==> src/rtl/zeroriscy_d_sram_pkg.sv <==
// Shared types and helpers for the zero-riscy data SRAM controller.
//   state_e        : controller FSM states
//   N_BANK/ROW_W   : SRAM geometry (8 banks x 4K rows x 32b)
//   bank_of/row_of : split a 15-bit word address into bank and row
//   lowest_onehot  : one-hot of the lowest set bit of a bank mask
package zeroriscy_d_sram_pkg;

    localparam int N_BANK  = 8;
    localparam int ROW_W   = 12;
    localparam int WORD_W  = 32;
    localparam int LINE_W  = N_BANK * WORD_W;
    localparam int WADDR_W = 15;

    typedef enum logic [0:0] {
        IDLE   = 1'b0,
        ACC_WR = 1'b1
    } state_e;

    function automatic logic [2:0] bank_of(input logic [WADDR_W-1:0] w);
        return 3'(w & WADDR_W'(N_BANK - 1));
    endfunction

    function automatic logic [ROW_W-1:0] row_of(input logic [WADDR_W-1:0] w);
        return ROW_W'(w >> 3);
    endfunction

    function automatic logic [N_BANK-1:0] lowest_onehot(input logic [N_BANK-1:0] m);
        return m & (~m + 1'b1);
    endfunction

endpackage

==> src/rtl/zeroriscy_d_sram_ctrl_if.sv <==
// Requester-side bus of the data SRAM controller: the zero-riscy LSU word
// port (data_*) and the accelerator line port (acc_*).
//   master : the requesters (core LSU + accelerator)
//   slave  : the controller
interface zeroriscy_d_sram_ctrl_if;
    import zeroriscy_d_sram_pkg::*;

    logic                data_req;
    logic                data_gnt;
    logic                data_rvalid;
    logic [31:0]         data_addr;
    logic                data_we;
    logic [3:0]          data_be;
    logic [WORD_W-1:0]   data_wdata;
    logic [WORD_W-1:0]   data_rdata;

    logic                acc_req;
    logic                acc_we;
    logic [ROW_W-1:0]    acc_row;
    logic [N_BANK-1:0]   acc_wmask;
    logic [LINE_W-1:0]   acc_wdata;
    logic                acc_gnt;
    logic                acc_rvalid;
    logic [LINE_W-1:0]   acc_rdata;

    modport master (
        output data_req, data_addr, data_we, data_be, data_wdata,
        output acc_req, acc_we, acc_row, acc_wmask, acc_wdata,
        input  data_gnt, data_rvalid, data_rdata,
        input  acc_gnt, acc_rvalid, acc_rdata
    );

    modport slave (
        input  data_req, data_addr, data_we, data_be, data_wdata,
        input  acc_req, acc_we, acc_row, acc_wmask, acc_wdata,
        output data_gnt, data_rvalid, data_rdata,
        output acc_gnt, acc_rvalid, acc_rdata
    );

endinterface

==> src/rtl/zeroriscy_d_sram_rr_arb.sv <==
// Two-way arbiter between the core (req[0]) and the accelerator (req[1]).
//   clk, rst  : clock, synchronous active-high reset
//   req[1:0]  : requests
//   en        : arbitration allowed this cycle (grants forced low otherwise)
//   prio_core : 1 = core wins every conflict, 0 = round-robin
//   gnt[1:0]  : one-hot grant, combinational
module zeroriscy_d_sram_rr_arb (
    input  logic       clk,
    input  logic       rst,
    input  logic [1:0] req,
    input  logic       en,
    input  logic       prio_core,
    output logic [1:0] gnt
);

    // Set when the accelerator was granted last, so the core wins the next tie.
    logic prefer_core_q;

    always_comb begin
        gnt = 2'b00;
        if (en) begin
            if (req[0] && (!req[1] || prio_core || prefer_core_q)) begin
                gnt = 2'b01;
            end else if (req[1]) begin
                gnt = 2'b10;
            end
        end
    end

    always_ff @(posedge clk) begin
        if (rst) begin
            prefer_core_q <= 1'b1;
        end else if (gnt[0]) begin
            prefer_core_q <= 1'b0;
        end else if (gnt[1]) begin
            prefer_core_q <= 1'b1;
        end
    end

endmodule

==> src/rtl/zeroriscy_d_sram_ctrl.sv <==
// Arbiter/controller for the 8-bank x 4K x 32b byte-enabled data SRAM, shared
// between the zero-riscy LSU word port and an accelerator line port.
//   clk, rst   : clock, synchronous active-high reset
//   bus        : core + accelerator requester bus (slave side)
//   sram_addr  : SRAM row
//   sram_cs    : per-bank chip selects
//   sram_we    : write strobe
//   sram_be    : byte enables
//   sram_din   : write data (same word to every selected bank)
//   sram_dout  : registered 256b read data, bank i at [32*(7-i)+:32]
//
// state  | meaning
// IDLE   | arbitrate; core ops and acc line reads issue in one cycle
// ACC_WR | acc masked line write, one bank per cycle lowest first; atomic
module zeroriscy_d_sram_ctrl #(
    parameter int ROW_W     = 12,
    parameter int N_BANK    = 8,
    parameter bit CORE_PRIO = 1'b0
) (
    input  logic                  clk,
    input  logic                  rst,
    zeroriscy_d_sram_ctrl_if.slave bus,
    output logic [ROW_W-1:0]      sram_addr,
    output logic [N_BANK-1:0]     sram_cs,
    output logic                  sram_we,
    output logic [3:0]            sram_be,
    output logic [31:0]           sram_din,
    input  logic [N_BANK*32-1:0]  sram_dout
);
    import zeroriscy_d_sram_pkg::*;

    state_e               state_q, state_d;
    logic [N_BANK-1:0]    mask_q, mask_d;
    logic [ROW_W-1:0]     row_q;
    logic [N_BANK*32-1:0] wdata_q;
    logic [N_BANK-1:0]    burst_sel;

    logic [1:0]           arb_gnt;
    logic                 arb_en;
    logic                 core_go, acc_rd_go, acc_wr_go, burst_done;

    logic                 core_rvalid_q, core_rd_q;
    logic [2:0]           core_bank_q;
    logic                 acc_rvalid_q, acc_rd_q;

    // Only byte address bits [16:2] select a word; the rest alias.
    logic [WADDR_W-1:0]   waddr;
    logic                 unused_addr;
    assign waddr       = bus.data_addr[16:2];
    assign unused_addr = ^{bus.data_addr[31:17], bus.data_addr[1:0]};

    // Reset also blocks grants so nothing issues while it is held.
    assign arb_en = !rst && (state_q == IDLE);

    zeroriscy_d_sram_rr_arb u_arb (
        .clk       (clk),
        .rst       (rst),
        .req       ({bus.acc_req, bus.data_req}),
        .en        (arb_en),
        .prio_core (CORE_PRIO),
        .gnt       (arb_gnt)
    );

    assign core_go   = arb_gnt[0];
    assign acc_rd_go = arb_gnt[1] && !bus.acc_we;
    assign acc_wr_go = arb_gnt[1] &&  bus.acc_we;

    assign bus.data_gnt = arb_gnt[0];
    assign bus.acc_gnt  = arb_gnt[1];

    assign burst_sel = lowest_onehot(mask_q);

    always_comb begin
        state_d    = state_q;
        mask_d     = mask_q;
        burst_done = 1'b0;
        sram_addr  = '0;
        sram_cs    = '0;
        sram_we    = 1'b0;
        sram_be    = 4'h0;
        sram_din   = '0;
        case (state_q)
            IDLE: begin
                if (core_go) begin
                    sram_addr                = row_of(waddr);
                    sram_cs[bank_of(waddr)]  = 1'b1;
                    sram_we                  = bus.data_we;
                    sram_be                  = bus.data_be;
                    sram_din                 = bus.data_wdata;
                end else if (acc_rd_go) begin
                    sram_addr = bus.acc_row;
                    sram_cs   = '1;
                end else if (acc_wr_go) begin
                    // Operands are latched this cycle; the first write is next cycle.
                    state_d = ACC_WR;
                end
            end
            ACC_WR: begin
                // A reset mid-burst must not let one more word slip out.
                if (!rst) begin
                    if (|mask_q) begin
                        sram_addr = row_q;
                        sram_cs   = burst_sel;
                        sram_we   = 1'b1;
                        sram_be   = 4'hF;
                        for (int i = 0; i < N_BANK; i++) begin
                            if (burst_sel[i]) begin
                                sram_din = wdata_q[32*(N_BANK-1-i) +: 32];
                            end
                        end
                    end
                    mask_d = mask_q & ~burst_sel;
                    if (mask_d == '0) begin
                        state_d    = IDLE;
                        burst_done = 1'b1;
                    end
                end
            end
            default: state_d = IDLE;
        endcase
    end

    always_ff @(posedge clk) begin
        if (rst) begin
            state_q       <= IDLE;
            mask_q        <= '0;
            row_q         <= '0;
            wdata_q       <= '0;
            core_rvalid_q <= 1'b0;
            core_rd_q     <= 1'b0;
            core_bank_q   <= '0;
            acc_rvalid_q  <= 1'b0;
            acc_rd_q      <= 1'b0;
        end else begin
            state_q <= state_d;
            if (acc_wr_go) begin
                mask_q  <= bus.acc_wmask;
                row_q   <= bus.acc_row;
                wdata_q <= bus.acc_wdata;
            end else begin
                mask_q <= mask_d;
            end
            core_rvalid_q <= core_go;
            core_rd_q     <= core_go && !bus.data_we;
            if (core_go) begin
                core_bank_q <= bank_of(waddr);
            end
            acc_rvalid_q <= acc_rd_go || burst_done;
            acc_rd_q     <= acc_rd_go;
        end
    end

    assign bus.data_rvalid = core_rvalid_q;
    assign bus.acc_rvalid  = acc_rvalid_q;
    assign bus.acc_rdata   = acc_rd_q ? sram_dout : '0;

    always_comb begin
        bus.data_rdata = '0;
        if (core_rvalid_q && core_rd_q) begin
            bus.data_rdata = sram_dout[32*(N_BANK-1-int'(core_bank_q)) +: 32];
        end
    end

endmodule

==> src/flat_wrapper.sv <==
// flat-port wrapper written by rule: the top's interface ports become plain ports
module zeroriscy_d_sram_ctrl_flat import zeroriscy_d_sram_pkg::*;
#(
    parameter int ROW_W     = 12,
    parameter int N_BANK    = 8,
    parameter bit CORE_PRIO = 1'b0
)
  (clk, rst, sram_addr, sram_cs, sram_we, sram_be, sram_din, sram_dout, bus_data_req, bus_data_addr, bus_data_we, bus_data_be, bus_data_wdata, bus_acc_req, bus_acc_we, bus_acc_row, bus_acc_wmask, bus_acc_wdata, bus_data_gnt, bus_data_rvalid, bus_data_rdata, bus_acc_gnt, bus_acc_rvalid, bus_acc_rdata);
  zeroriscy_d_sram_ctrl_if bus_i ();
  input  logic clk;
  input  logic rst;
  output logic [ROW_W-1:0] sram_addr;
  output logic [N_BANK-1:0] sram_cs;
  output logic sram_we;
  output logic [3:0] sram_be;
  output logic [31:0] sram_din;
  input  logic [N_BANK*32-1:0] sram_dout;
  input wire logic [$bits(bus_i.data_req)-1:0] bus_data_req;
  input wire logic [$bits(bus_i.data_addr)-1:0] bus_data_addr;
  input wire logic [$bits(bus_i.data_we)-1:0] bus_data_we;
  input wire logic [$bits(bus_i.data_be)-1:0] bus_data_be;
  input wire logic [$bits(bus_i.data_wdata)-1:0] bus_data_wdata;
  input wire logic [$bits(bus_i.acc_req)-1:0] bus_acc_req;
  input wire logic [$bits(bus_i.acc_we)-1:0] bus_acc_we;
  input wire logic [$bits(bus_i.acc_row)-1:0] bus_acc_row;
  input wire logic [$bits(bus_i.acc_wmask)-1:0] bus_acc_wmask;
  input wire logic [$bits(bus_i.acc_wdata)-1:0] bus_acc_wdata;
  output wire logic [$bits(bus_i.data_gnt)-1:0] bus_data_gnt;
  output wire logic [$bits(bus_i.data_rvalid)-1:0] bus_data_rvalid;
  output wire logic [$bits(bus_i.data_rdata)-1:0] bus_data_rdata;
  output wire logic [$bits(bus_i.acc_gnt)-1:0] bus_acc_gnt;
  output wire logic [$bits(bus_i.acc_rvalid)-1:0] bus_acc_rvalid;
  output wire logic [$bits(bus_i.acc_rdata)-1:0] bus_acc_rdata;
  assign bus_i.data_req = bus_data_req;
  assign bus_i.data_addr = bus_data_addr;
  assign bus_i.data_we = bus_data_we;
  assign bus_i.data_be = bus_data_be;
  assign bus_i.data_wdata = bus_data_wdata;
  assign bus_i.acc_req = bus_acc_req;
  assign bus_i.acc_we = bus_acc_we;
  assign bus_i.acc_row = bus_acc_row;
  assign bus_i.acc_wmask = bus_acc_wmask;
  assign bus_i.acc_wdata = bus_acc_wdata;
  assign bus_data_gnt = bus_i.data_gnt;
  assign bus_data_rvalid = bus_i.data_rvalid;
  assign bus_data_rdata = bus_i.data_rdata;
  assign bus_acc_gnt = bus_i.acc_gnt;
  assign bus_acc_rvalid = bus_i.acc_rvalid;
  assign bus_acc_rdata = bus_i.acc_rdata;
  zeroriscy_d_sram_ctrl #(.ROW_W(ROW_W), .N_BANK(N_BANK), .CORE_PRIO(CORE_PRIO)) u_core (.clk(clk), .rst(rst), .bus(bus_i), .sram_addr(sram_addr), .sram_cs(sram_cs), .sram_we(sram_we), .sram_be(sram_be), .sram_din(sram_din), .sram_dout(sram_dout));
endmodule
==> config.mk <==
export PLATFORM = sky130hd
export DESIGN_NAME = zeroriscy_d_sram_ctrl_flat
export DESIGN_NICKNAME = d
export VERILOG_FILES = /design/src/rtl/zeroriscy_d_sram_pkg.sv /design/src/rtl/zeroriscy_d_sram_ctrl_if.sv /design/src/rtl/zeroriscy_d_sram_rr_arb.sv /design/src/rtl/zeroriscy_d_sram_ctrl.sv /design/src/flat_wrapper.sv
export SDC_FILE = /design/constraint.sdc
export NUM_CORES = 1
export LEC_CHECK = 0
export CORE_AREA = 5 5 368 370
export DETAILED_ROUTE_END_ITERATION = 10
export DIE_AREA = 0 0 373 375
export PLACE_DENSITY = 0.46
export SETUP_SLACK_MARGIN = 0.5
export SLEW_MARGIN = 20
export SYNTH_ARGS = -nofsm -noshare
export SYNTH_HDL_FRONTEND = slang
export SYNTH_SLANG_ARGS = --single-unit
==> constraint.sdc <==
create_clock -name clk -period 5.5 [get_ports clk]
set_input_delay 1.375 -clock clk [delete_from_list [all_inputs] [get_ports clk]]
set_output_delay 1.375 -clock clk [all_outputs]
set_load 0.02 [all_outputs]
==> impl_results.md, run 1 <==
- Status: finished clean
- Largest net degree at the start of global routing: 109
- Sw Ratio: 30.3%
- Placed cell area: 0.0284 mm^2
- Routed WL: 148000 um
- Clk pwr share: 40.0%
- Chip height: 375 um
- Layout area overhead: 76.8%
- RD Place Congestion: 0.934
- Worst-skew pair later-pin latency: 580 ps
- Period utilization: 88.2%
- Asr flop ratio synth: 0%
- Worst-case clock buffer depth: 3
- DIE AREA: 0.140 mm^2
- Vias per cell: 4.14
- Final setup viols: 0
- # nets final: 3682
- All-Layer GR Usage: 20.1%
- Reg2Reg Setup Slack: 2990 ps
- CTS Buf Count: 37
- Fmax: 0.206 GHz
- Switching Power: 1860 uW
- Min Tclk post-route: 4850 ps
- Detail Route Antenna Nets: 0
- LEAKAGE: 0.0101 uW
- Worst Path Arrival: 3480 ps
- Critical Path End Type: primary output
- Fin worst setup slack: 649 ps
- Pins over their slew limit: 0
- Pre-CTS WS: 251 ps
- Maximum fanout along the worst path: 6
- Worst-margin pin slew: 1120 ps
- Commonest cells in the synthesized netlist: nand2_1, a21oi_1, dfxtp_1
- Wire per inst: 30.1 um
- Via count: 20300
- CP startpoint: bus_acc_req
- Netlist Area Pre-Place: 0.0169 mm^2
- Pre-Repair DR Iteration Count: 7
- Syn_nets: 2847
- Fillers: 14700
- Starting Density: 12.7%
- Row cnt: 134
- Ranking of synthesized cells by area: dfxtp_1, nand2_1, a21oi_1, and2_1, mux4_2
- First-pass GRT wire length: 192000 um
- Worst EP required: 4120 ps
- Setup TNS after final layout: 0 ps
- IO Port Bufs: 937
- Post-synth EDFFs: 0
- Clock sinks: 285
- Total grt overflow: 0
- Root buffer cell: clkbuf_16
- FF-to-FF End: u_core.wdata_q[79]$_SDFFE_PP0P_
- Post-route cell area: 0.0298 mm^2
- MaxCap Viol Count: 0
- H-tree Lvls: 2
- Clk slew on worst S/H paths: 60 ps
- Slew headroom: 25.0%
- Pwr per Cell Area: 206 mW/mm^2
- Chip Width: 373 um
- Part of the power in registers: 35.7%
- Hpwl dp: 124000 um
- Iter 0 DRT Violations: 1194
- Post-synth top area share: 33.8%
- Remaining DRCs: 0
- Worst Skew: 38.5 ps
- Critical R2R Launch: u_core.state_q$_SDFF_PP0_
- Peak VDD IR: 0.173 mV
- Hold Crit Class: flip-flop to flip-flop
- Startpoint type of the worst setup path: primary input
- Library cells used by synthesis: 45
- Core Area: 0.132 mm^2
- Synth Register Bits: 285
- R2R depth: 5
- Hold-fix buffers, CTS: 0
- Antenna violations before repair: 108
- Top-count cell post-synth: nand2_1
- Number of global-route vias before repair: 20900
- Total Power: 6150 uW
- Share of layout cells above drive strength 1: 7.94%
- Ports: 955
- Synth area leader: dfxtp_1
- Syn. warnings: 0
- Post-synthesis sequential area ratio: 33.8%
- Hold Vio Cnt, Final: 0
- Cells after synthesis: 2241
- Worst setup path end: sram_cs[2]
- Critical path class: primary input to primary output
- Combinational share of power: 24.3%
- Most common flop cell mapped by yosys: dfxtp_1
- Unrepaired setup endpoints after global routing: false
- CTS tree: yes
- Cell internal pwr: 4280 uW
- Synth Area per Inst: 7.52 um^2
==> how the worst min path moves through the flow <==
stage,depth (start not counted),end,start
2_1_floorplan,2,u_core.wdata_q[158]$_SDFFE_PP0P_,u_core.wdata_q[158]$_SDFFE_PP0P_
3_3_place_gp,2,u_core.wdata_q[158]$_SDFFE_PP0P_,u_core.wdata_q[158]$_SDFFE_PP0P_
3_5_place_dp,2,u_core.wdata_q[13]$_SDFFE_PP0P_,u_core.wdata_q[13]$_SDFFE_PP0P_
4_1_cts,2,u_core.wdata_q[125]$_SDFFE_PP0P_,u_core.wdata_q[125]$_SDFFE_PP0P_
5_1_grt,2,u_core.wdata_q[143]$_SDFFE_PP0P_,u_core.wdata_q[143]$_SDFFE_PP0P_
6_report,2,u_core.wdata_q[103]$_SDFFE_PP0P_,u_core.wdata_q[103]$_SDFFE_PP0P_
==> placed cells by master (no fill, tap or decap), drive strengths merged, types with 4 or more instances in the layout <==
master / n
a21o: 38
a21oi: 371
a222oi: 12
a311oi: 31
a32o: 33
and2: 256
buf: 90
clkbuf: 47
clkdlybuf4s50: 914
clkinv: 8
dfxtp: 285
diode: 40
dlymetal6s2s: 13
inv: 23
mux2i: 32
mux4: 64
nand2: 619
nand2b: 8
nand3: 5
nand3b: 34
nor2: 39
nor2b: 34
nor3: 33
o211ai: 4
o21ai: 8
o22ai: 32
o311ai: 5
o31ai: 35
==> per-stage QoR <==
step	instances	util, %	hold slack [ps]
global placement	4801	21.4	442
CTS	4868	22.4	454
floorplan	2241	-	431
finish	4908	22.5	452
global route	4898	22.5	462
detailed placement	4801	21.4	446
==> timing repair <==
item	4_1_cts	5_1_grt
pin swaps	0	0
gates resized for setup	14	18
setup buffers	4	0
setup endpoints to repair	42	18
==> critical path, cell delays in order <==
cell and delay (ps):
clkdlybuf4s50_1 480, nand2b_1 120, nand3_1 170, buf_4 210, o311ai_0 320, clkdlybuf4s50_1 790
==> registers in the layout, summed over array words and instances (netlist names) <==
| signal | flops |
|---|---|
| u_core.state_q | 1 |
| u_core.wdata_q | 256 |
| u_core.core_rd_q | 1 |
| u_core.mask_q | 8 |
| u_core.bus.data_rvalid | 1 |
| u_core.bus.acc_rvalid | 1 |
| u_core.acc_rd_q | 1 |
| u_core.core_bank_q | 3 |
| u_core.u_arb.prefer_core_q | 1 |
| u_core.row_q | 12 |
==> final cells by class <==
cell class	instances	area (um^2)	share of cell area (%)
clock buffer	47	1010	3.40
antenna	40	100	0.336
multi-input combinational	1715	10300	34.5
clock inverter	16	176	0.592
tap	1768	2210	7.42
inverter	20	83.8	0.281
sequential	285	5730	19.2
timing repair buffer	1017	10200	34.3
==> power by group through the flow <==
stage / clock [uW] / combinational [uW] / sequential (uW)
2_1_floorplan: 0 / 587 / 2190
3_3_place_gp: 0 / 1500 / 2240
3_5_place_dp: 0 / 1510 / 2240
4_1_cts: 2560 / 1520 / 2190
5_1_grt: 2620 / 1580 / 2200
6_report: 2460 / 1490 / 2190
==> cell families after synthesis <==
kind of cell	count (synthesis)	share of synthesized area, %
mux	97	10.5
compound gates	579	21.0
flops	285	33.8
simple gates	1039	28.9
buf+inv	241	5.64
==> metal layers <==
| metal | vias up | wire (um) | part of all wire, % | global-route usage, % |
|---|---|---|---|---|
| li1 | 9450 | - | - | - |
| met1 | 9741 | 45700 | 31 | 17.5 |
| met2 | 843 | 83300 | 56 | 40.6 |
| met3 | 289 | 8650 | 5.9 | 5.02 |
| met4 | 14 | 10100 | 6.8 | 12.0 |
| met5 | - | 90 | 0.061 | 0 |
Note: power is estimated with default switching activity, not from simulation.
==> run 2, diff against run 1 <==
==> constraint.sdc (replaced) <==
create_clock -name clk -period 5.5 [get_ports clk]
set_input_delay 1.375 -clock clk [delete_from_list [all_inputs] [get_ports clk]]
set_output_delay 1.375 -clock clk [all_outputs]
set_load 0.01 [all_outputs]
==> impl_results.md, run 2 (synthesized netlist as in run 1, its figures left out) <==
- Worst EP required: 4120 ps
- Finished Layout Cells: 4900
- CTS Buf Count: 37
- Period utilization: 88.2%
- MaxCap Viol Count: 0
- Worst-skew pair later-pin latency: 580 ps
- Total grt overflow: 0
- Post-route cell area: 0.0297 mm^2
- Critical R2R Launch: u_core.state_q$_SDFF_PP0_
- Most frequent cells in the layout: clkdlybuf4s50_1, nand2_1, a21oi_1, dfxtp_1, and2_1
- Startpoint type of the worst setup path: primary input
- Largest register FFs: 256
- Detail Route Antenna Nets: 0
- Most common cell after layout, fill and taps aside: clkdlybuf4s50_1
- Hpwl dp: 123000 um
- Hold Crit Class: flip-flop to flip-flop
- Final setup viols: 0
- Wire per inst: 30.1 um
- CP startpoint: bus_acc_req
- # nets final: 3668
- Critical path class: primary input to primary output
- Iter 0 DRT Violations: 1245
- Pins over their slew limit: 0
- CTS tree: yes
- Number of global-route vias before repair: 20500
- Core Area: 0.132 mm^2
- Via count: 20300
- Hold Crit Start: u_core.wdata_q[102]$_SDFFE_PP0P_
- Routed WL: 148000 um
- Unrepaired setup endpoints after global routing: false
- Row cnt: 134
- Hold Vio Cnt, Final: 0
- DIE AREA: 0.140 mm^2
- Vias per cell: 4.13
- First-pass GRT wire length: 191000 um
- Status: finished clean
- Worst Path Arrival: 3480 ps
- Worst Skew: 33.0 ps
- Chip height: 375 um
- Remaining DRCs: 0
- Setup TNS after final layout: 0 ps
- Starting Density: 12.7%
- Most flops, register: u_core.wdata_q
- RD Place Congestion: 0.929
- Worst-margin pin slew: 1160 ps
- Peak VDD IR: 0.170 mV
- Largest net degree at the start of global routing: 171
- H-tree Lvls: 2
- Layout area overhead: 76.3%
- Dpl cells: 4784
- Pwr per Cell Area: 210 mW/mm^2
- Min Tclk post-route: 4850 ps
- Ports: 955
- Share of layout cells above drive strength 1: 7.25%
- Maximum fanout along the worst path: 43
- IO Port Bufs: 937
- Root buffer cell: clkbuf_16
- Worst-case clock buffer depth: 3
- Chip Width: 373 um
- Clock sinks: 285
- Pre-Repair DR Iteration Count: 7
- LEAKAGE: 0.00994 uW
- Fmax: 0.206 GHz
- Fin util: 22.5%
- Placed cell area: 0.0282 mm^2
- Antenna violations before repair: 118
- Critical Path End Type: primary output
- All-Layer GR Usage: 20.0%
- Regs by FF count: u_core.wdata_q: 256 flops, u_core.row_q: 12 flops, u_core.mask_q: 8 flops
- Slew headroom: 22.8%
- Clk slew on worst S/H paths: 60 ps
run 2: cell types whose count changed in the layout (fill, tap and decap cells not counted), sizes merged:
cell	previous run	this run
clkinvlp	3	2
clkinv	8	7
clkbuf	47	55
inv	23	20
clkdlybuf4s50	914	925
diode	40	42
bufinv	2	3
dlymetal6s2s	13	6
buf	90	72
run 2: path summary, 6_finish.rpt:
| path | slack [ps] | cells past startpoint | to |
|---|---|---|---|
| max | 650 | 8 | sram_din[21] |
| min | 450 | 2 | u_core.wdata_q[102]$_SDFFE_PP0P_ |
| max reg2reg | 2830 | 5 | u_core.wdata_q[245]$_SDFFE_PP0P_ |
| min reg2reg | 450 | 2 | u_core.wdata_q[102]$_SDFFE_PP0P_ |
run 2: through the flow:
| stage | hold slack [ps] | setup WS [ps] | power, uW |
|---|---|---|---|
| 2_1_floorplan | 431 | 1350 | 2730 |
| 6_report | 453 | 649 | 6240 |
| 4_1_cts | 454 | 489 | 6390 |
| 3_3_place_gp | 442 | 337 | 3680 |
| 3_5_place_dp | 447 | 340 | 3680 |
| 5_1_grt | 471 | 508 | 6510 |
run 2: area by class of cell:
class / count / area (um^2)
diodes: 42 / 105
inverters: 20 / 78.8
fillers: 14800 / 103000
clock inverters: 12 / 168
flip-flops and latches: 285 / 5730
clock buffers: 55 / 1120
multi-input cells: 1715 / 10300
well taps: 1768 / 2210
repair buffers: 1003 / 10000
run 2: where the power goes:
group,internal (uW),total [uW],switching (uW),leakage (uW)
Clock,1560,2610,1050,0.000628
Combinational,740,1430,694,0.00700
Sequential,2120,2190,69.9,0.00231
run 2: worst max-delay path, cell delays in order:
cell             delay [ps]
clkdlybuf4s50_1         490
nand2b_1                140
nand3_1                 120
inv_2                   130
buf_12                  240
nand2_1                  90
o31ai_1                  80
clkdlybuf4s50_1         760
run 2: routing by layer:
layer  up-vias  wire [um]  GRT usage, %  part of all wire [%]
met5         -        105             0                 0.071
met4        18      10100          11.9                   6.9
met3       291       8670          5.11                   5.9
met2       837      83600          40.4                    57
met1      9695      45200          17.3                    31
li1       9417          -             -                     -
run 2: timing repair:
action	in CTS	in global routing
setup buffers	7	0
hold buffers	0	0
gates resized for setup	6	8
endpoints found under the setup margin	42	10
gates cloned	0	0
hold endpoints to repair	0	0
pin swaps	1	3
==> run 3, diff against run 2 <==
--- a/config.mk
+++ b/config.mk
@@ -5,10 +5,11 @@
 export SDC_FILE = /design/constraint.sdc
 export NUM_CORES = 1
 export LEC_CHECK = 0
-export CORE_AREA = 5 5 368 370
+export CORE_AREA = 5 5 364 366
 export DETAILED_ROUTE_END_ITERATION = 10
-export DIE_AREA = 0 0 373 375
-export PLACE_DENSITY = 0.46
+export DIE_AREA = 0 0 369 371
+export GPL_TIMING_DRIVEN = 0
+export PLACE_DENSITY = 0.47
 export SETUP_SLACK_MARGIN = 0.5
 export SLEW_MARGIN = 20
 export SYNTH_ARGS = -nofsm -noshare
==> constraint.sdc (replaced) <==
create_clock -name clk -period 4.2 [get_ports clk]
set_input_delay 1.05 -clock clk [delete_from_list [all_inputs] [get_ports clk]]
set_output_delay 1.05 -clock clk [all_outputs]
set_load 0.01 [all_outputs]
==> impl_results.md, run 3 (synthesized netlist as in run 1, its figures left out) <==
- Ports: 955
- H-tree Lvls: 2
- Pre-Repair DR Iteration Count: 5
- Hold Vio Cnt, Final: 0
- First-pass GRT wire length: 217000 um
- Remaining DRCs: 0
- Via count: 21900
- All-Layer GR Usage: 23.8%
- Worst Path Arrival: 2880 ps
- Hold Crit Class: flip-flop to flip-flop
- Critical Path End Type: primary output
- LEAKAGE: 0.0112 uW
- Unrepaired setup endpoints after global routing: true
- Final setup viols: 0
- Maximum fanout along the worst path: 5
- Worst-margin pin slew: 1230 ps
- Regs by FF count: u_core.wdata_q: 256 flops, u_core.row_q: 12 flops, u_core.mask_q: 8 flops
- Dpl cells: 4854
- Most common cell after layout, fill and taps aside: clkdlybuf4s50_1
- Antenna violations before repair: 124
- Row cnt: 132
- Layout area overhead: 89.8%
- Worst EP required: 3150 ps
- Startpoint type of the worst setup path: flip-flop
- Most flops, register: u_core.wdata_q
- Largest net degree at the start of global routing: 13
- Status: finished clean
- Finished Layout Cells: 5037
- # nets final: 3878
- Peak VDD IR: 0.224 mV
- Critical path class: flip-flop to primary output
- Largest register FFs: 256
- Root buffer cell: clkbuf_16
- Pins over their slew limit: 0
- Starting Density: 13.1%
- Fin util: 24.8%
- Pwr per Cell Area: 270 mW/mm^2
- Chip Width: 369 um
- Fin worst setup slack: 272 ps
- MaxCap Viol Count: 0
- RD Place Congestion: 0.998
- Vias per cell: 4.35
- Wire per inst: 34.0 um
- Min Tclk post-route: 3930 ps
- Worst Skew: 20.1 ps
- Number of global-route vias before repair: 22200
- Fmax: 0.255 GHz
- Worst-case clock buffer depth: 3
- DIE AREA: 0.137 mm^2
- Period utilization: 93.5%
- Slew headroom: 17.9%
- Hpwl dp: 148000 um
- IO Port Bufs: 936
- Most frequent cells in the layout: clkdlybuf4s50_1, nand2_1, a21oi_1, dfxtp_1, and2_1
- CTS tree: yes
- Worst-skew pair later-pin latency: 560 ps
- Total grt overflow: 0
- Iter 0 DRT Violations: 1322
- Pre-CTS WS: -1370 ps
- Share of layout cells above drive strength 1: 15.1%
- Total Power: 8650 uW
- Clock sinks: 285
- Chip height: 371 um
- Routed WL: 171000 um
- Detail Route Antenna Nets: 0
- Core Area: 0.129 mm^2
- CTS Buf Count: 38
- Final hold slack: 454 ps
- Hold-fix buffers, CTS: 0
- Clk slew on worst S/H paths: 60 ps
run 3: changes by cell type in the layout (fill, tap and decap cells not counted), moves of 31 or more:
| cell | before | now |
|---|---|---|
| buf_2 | 0 | 54 |
| clkbuf_1 | 8 | 127 |
| clkbuf_2 | 0 | 44 |
| clkdlybuf4s50_1 | 925 | 763 |
| dlygate4sd2_1 | 0 | 91 |
| nor3_1 | 33 | 2 |
run 3: final cells by class:
cell class / instances / area [um^2]
Fill cell: 14300 / 96800
Tap cell: 1675 / 2100
Antenna cell: 61 / 153
Inverter: 20 / 78.8
Timing Repair Buffer: 991 / 9820
Clock buffer: 60 / 1220
Sequential cell: 285 / 5710
Multi-Input combinational cell: 1715 / 11500
Clock inverter: 9 / 111
Buffer: 221 / 1310
run 3: metal layers:
layer,share of wire [%],track usage (%)
met1,32,22.1
met3,6.3,5.68
met4,6.7,13.2
met2,55,47.3
met5,0.11,0
run 3: power by group:
part	switching (uW)	internal, uW	total [uW]	leakage, uW
clock	1370	2120	3490	0.000655
sequential	56.2	2780	2840	0.00231
combinational	1210	1110	2330	0.00826
total	2640	6010	8650	0.0112
run 3: path summary, 6_finish.rpt:
check	from	to	depth (start not counted)	slack, ps
setup / recovery	u_core.mask_q[1]$_SDFFE_PP0P_	sram_din[11]	9	270
hold / removal	u_core.wdata_q[163]$_SDFFE_PP0P_	u_core.wdata_q[163]$_SDFFE_PP0P_	2	450
setup reg to reg	u_core.state_q$_SDFF_PP0_	u_core.wdata_q[8]$_SDFFE_PP0P_	6	1080
hold reg to reg	u_core.wdata_q[163]$_SDFFE_PP0P_	u_core.wdata_q[163]$_SDFFE_PP0P_	2	450
run 3: timing repair:
action                     4_1_cts  5_1_grt
setup endpoints to repair      324       75
hold endpoints to repair         0        0
cloned                           6        2
pin swaps                       84       21
buffers inserted                38        7
gates resized for setup        725       87
run 3: stage by stage:
step	TNS, ps	cell area [um^2]
floorplan	0	16900
global placement	-78630	28300
CTS	0	31500
detailed placement	-51450	28400
finish	0	32000
global route	0	32000
run 3: critical path: stages, from the launching register on:
cell	delay, ps
dfxtp_2	320
buf_8	120
or4_4	600
buf_12	180
buf_12	130
buf_12	140
a311oi_4	280
nor3_4	110
o31ai_2	240
buf_2	190
